## config.mk

```make
export PLATFORM = sky130hd
export DESIGN_NAME = bi_set_register
export DESIGN_NICKNAME = d
export VERILOG_FILES = /design/src/rtl/bi_set_register.sv
export SDC_FILE = /design/constraint.sdc
export NUM_CORES = 1
export LEC_CHECK = 0
export BUFFER_PORTS_ARGS = -buffer_cell sky130_fd_sc_hd__buf_2
export CORE_ASPECT_RATIO = 1.75
export CORE_MARGIN = 8
export CORE_UTILIZATION = 51
export CTS_CLUSTER_SIZE = 20
export DETAILED_ROUTE_END_ITERATION = 16
export PLACE_DENSITY = 0.92
export SETUP_SLACK_MARGIN = 0.02
export SLEW_MARGIN = 30
export SYNTH_ARGS = -nofsm -noshare
export SYNTH_HDL_FRONTEND = slang
export SYNTH_SLANG_ARGS = --single-unit
```

## constraint.sdc

```tcl
create_clock -name clk_i -period 1.93 [get_ports clk_i]
set_clock_uncertainty 0.1 [all_clocks]
set_input_delay 0.4825 -clock clk_i [delete_from_list [all_inputs] [get_ports clk_i]]
set_output_delay 0.4825 -clock clk_i [all_outputs]
set_load 0.02 [all_outputs]
```

## src/rtl/bi_set_register.sv

```systemverilog
// BiSet configuration-bus slave: DEPTH words of WIDTH bits at ADDR..ADDR+DEPTH-1.
// Optional BISET_REG_ERR_EN: flag writes to read-only words with err=1.
module bi_set_register #(
  parameter int unsigned ADDR     = 1,
  parameter int unsigned DEPTH    = 1,
  parameter int unsigned WIDTH    = 32,
  parameter bit          WRITABLE = 1'b1,
  parameter logic [31:0] RESET    = 32'hdeadaffe
) (
  input  logic                   clk_i,
  input  logic                   rst_i,
  input  logic [17:0]            setCtrl_i,
  input  logic [31:0]            setWrite_i,
  output logic [33:0]            setReply_o,
  output logic [DEPTH*WIDTH-1:0] val_o,
  output logic [DEPTH-1:0]       event_o
);

  logic                         w_valid, w_write, w_hit, w_wr_en, w_err;
  logic [15:0]                  w_addr;
  logic [31:0]                  w_off;
  logic [WIDTH-1:0]             w_cur;
  logic [31:0]                  w_data;
  logic [DEPTH-1:0]             w_we;

  logic [DEPTH-1:0][WIDTH-1:0]  r_words;
  logic [33:0]                  r_reply;
  logic [DEPTH-1:0]             r_event;

  assign w_valid = setCtrl_i[17];
  assign w_write = setCtrl_i[16];
  assign w_addr  = setCtrl_i[15:0];

  // Offset is computed in 32 bits so an address below ADDR can never alias into the window.
  assign w_off   = 32'(w_addr) - 32'(ADDR);
  assign w_hit   = w_valid && (32'(w_addr) >= 32'(ADDR)) && (w_off < 32'(DEPTH));
  assign w_wr_en = w_hit && w_write && WRITABLE;

`ifdef BISET_REG_ERR_EN
  assign w_err = w_hit && w_write && !WRITABLE;
`else
  assign w_err = 1'b0;
`endif

  always_comb begin
    w_cur = '0;
    w_we  = '0;
    for (int i = 0; i < int'(DEPTH); i++) begin
      if (w_off == 32'(i)) begin
        w_cur   = r_words[i];
        w_we[i] = w_wr_en;
      end
    end
  end

  // Reply carries the post-write value, so a write reply matches what val_o shows next cycle.
  always_comb begin
    w_data = '0;
    w_data[WIDTH-1:0] = w_wr_en ? setWrite_i[WIDTH-1:0] : w_cur;
  end

  always_ff @(posedge clk_i or negedge rst_i) begin
    if (!rst_i) begin
      for (int i = 0; i < int'(DEPTH); i++) r_words[i] <= RESET[WIDTH-1:0];
      r_reply <= '0;
      r_event <= '0;
    end else begin
      for (int i = 0; i < int'(DEPTH); i++)
        if (w_we[i]) r_words[i] <= setWrite_i[WIDTH-1:0];
      r_reply <= w_hit ? {1'b1, w_err, w_data} : 34'd0;
      r_event <= w_we;
    end
  end

  assign setReply_o = r_reply;
  assign val_o      = r_words;
  assign event_o    = r_event;

endmodule

```

==> flow_summary.yaml <==
synthesis:
  netlist-cell-type-count: 23
  syn_nets: 242
  yosys.area.top_type: "dfrtp_1"
  synth_top_area_share_pct: 37.3
  yosysSeqAreaShare_pct: 59.7
  synth_seq_cells: 66
  syn_inst: 190
  yosys_warnings: 0
  syn_area_sq_um: 2820
  synthTopCellsByArea: "dfrtp_1 37%, dfstp_2 22%, mux2_4 16%"
  avgSynthCellArea_sq_um: 14.8
sta:
  period_minus_slack_ps: 1740
  worst_slew_pin_slew_ps: 563
  period_share_pct: 90.3
  hold_viol_final: 0
  drv_slew: 0
  hold_slack_ps: 28.3
  fmaxAchievable_ghz: 0.574
  rsz0062_at_grt: "false"
  setup_violations: 0
  relSlewSlack_pct: 62.5
drt:
  ant_nets: 0
  wl_microns: 6920
  post_drt_wl_per_cell_microns: 17.4
  wl_met2_microns: 3880
  wl_met3_microns: 440
  top_layer: "met5"
  via_per_inst: 4.92
  first_pass_iters: 4
  vias: 1952
  drc_errors: 0
  drt_iter0_markers: 85
  route.layer.met1.wl_microns: 2360
power_and_ir_drop:
  p_sw_mw: 0.572
  power_frac_seq_pct: 51.3
  irDropWorstVdd_uv: 464
  pwr-share-clk_pct: 42.4
  leakagePower_nw: 2.12
  p_int_mw: 2.13
  swShare_pct: 21.1
  p_comb_share_pct: 6.3
  powerDensity_nw_per_um2: 726
  total_power_mw: 2.70
status:
  status: "complete, no violations"
job:
  maxCapViolations: 0
clock_tree:
  clk-insertion-delay-late_ps: 340
  holdBufCountCts: 0
  cts.sinks: 66
  cts_tree: "yes"
  cts_setup_buffers: 0
  numCtsBuffers: 9
  path_clk_slew_ps: 70
  htree_levels: 3
  cts_root_buffer: "clkbuf_8"
  clockBufferDepth: 2
floorplan:
  top_level_ports: 119
  dieArea_sq_um: 8250
  initial_core_util_pct: 51.7
  die_w_microns: 72.2
  core_sq_um: 5450
  fp.dieH_microns: 114
  num_rows: 36
cells_and_area:
  fin_nets: 368
  drive_gt1_share_pct: 62.6
  area_growth_pct: 32.4
  design_area_sq_um: 3730
  diodes: 0
  fillCellCount: 397
worst_setup_path:
  setup.worst_path.class: "in -> reg"
  start_kind: "primary input"
  cp-end-kind: "register"
  crit_arrival_ps: 1870
  path_max_fanout: 17
  worstPathRequired_ps: 2050
  reg2regPathDepth: 2
placed_design:
  portBuffers: 117
  place_hpwl_microns: 5170
  routabilityCongestion: 0.743
  place_area_sq_um: 3530
global_routing:
  grt_overflow_total: 0
  track_usage_pct: 18.1
  grt_max_degree: 67
  grt_pass1_wl_microns: 11300
  grt_pass1_vias: 2287
  antenna_found_initial: 1
min_path:
  hold_class: "in -> async"
-- cell usage after synthesis, drive strengths merged --
library cell,number
nand3,1
nand2b,1
inv,2
nand2,1
nor4,2
clkbuf,6
nor3,1
conb,1
or3,1
dfrtp,42
nor2,33
nand4,1
nor2b,1
mux2i,32
mux2,32
dfstp,24
buf,7
nor4b,2
-- through the flow --
stage | TNS (ps) | std cells | setup slack, ps | util (%)
2_1_floorplan | -184 | 190 | -26.3 | -
3_3_place_gp | -6650 | 381 | -244 | 64.7
3_5_place_dp | -8340 | 381 | -302 | 64.7
4_1_cts | 0 | 397 | 62.9 | 68.3
5_1_grt | 0 | 397 | 128 | 68.4
6_report | 0 | 397 | 187 | 68.4
-- kinds of logic (layout without fill, tap and decap cells) --
logic type	count (synthesis)	after routing	synth area share, %
and+or+nand+nor	44	44	7.82
buffers and inverters	15	146	4.13
other	1	1	0.133
muxes	64	64	28.2
DFF	66	66	59.7
-- routing by layer --
| metal | up-vias | track usage [%] |
|---|---|---|
| li1 | 889 | - |
| met1 | 968 | 17.4 |
| met2 | 74 | 31.6 |
| met3 | 19 | 5.61 |
| met4 | 2 | 12.6 |
| met5 | - | 0 |
-- power groups by stage --
stage                     clock network (mW)  logic (mW)  registers, mW
after floorplan                            0      0.0603           1.41
after global placement                     0       0.165           1.41
after detailed placement                   0       0.174           1.41
after CTS                               1.18       0.175           1.39
after global routing                    1.24       0.189           1.39
final                                   1.15       0.171           1.39
-- path summary, 6_finish.rpt --
kind                           startpoint        endpoint  slack, ps
max in group asynchronous           rst_i        val_o[2]       1350
min                                 rst_i   setReply_o[0]         30
max                         setCtrl_i[12]       val_o[24]        190
max reg2reg                     val_o[27]  setReply_o[27]       1010
min in group clk_i         setWrite_i[10]       val_o[10]        290
min reg2reg                     val_o[29]       val_o[29]        440
-- layout by cell type, fill, tap and decap left out --
cell type / n
clkbuf_8: 11
nand2b_1: 1
or3_4: 1
nand2_1: 1
nand3_1: 1
mux2_4: 30
dfrtp_1: 42
nor2_1: 33
buf_4: 8
dfstp_2: 24
nor2b_1: 1
buf_2: 117
nor4_4: 2
nor4b_4: 1
nand4_1: 1
conb_1: 1
mux2_2: 2
bufinv_16: 1
buf_12: 3
nor4b_1: 1
clkbuf_1: 3
clkinv_2: 1
nor3_1: 1
inv_1: 2
mux2i_1: 32
-- sequential cells by signal, indices dropped and copies added, names as in the netlist --
| signal | count |
|---|---|
| event_o | 1 |
| val_o | 32 |
| setReply_o | 33 |
-- final cells by class --
class	instances	area, sq um	share of cell area (%)
Clock buffer	14	163	4.36
Clock inverter	2	35.0	0.940
Inverter	2	7.51	0.201
Multi-Input combinational cell	109	1040	27.9
Sequential cell	66	1680	45.1
Tap cell	76	95.1	2.55
Timing Repair Buffer	128	706	18.9
-- worst max-delay path, cell delays in order --
cell	delay, ps
buf_2	110
nor4_4	280
nand2_1	90
or3_4	410
buf_12	180
mux2_4	300
-- repair_timing --
action	CTS	global route
setup endpoints to repair	0	6
hold endpoints to repair	0	0
gates resized for setup	0	1
Power figures use the tool's default switching activity.
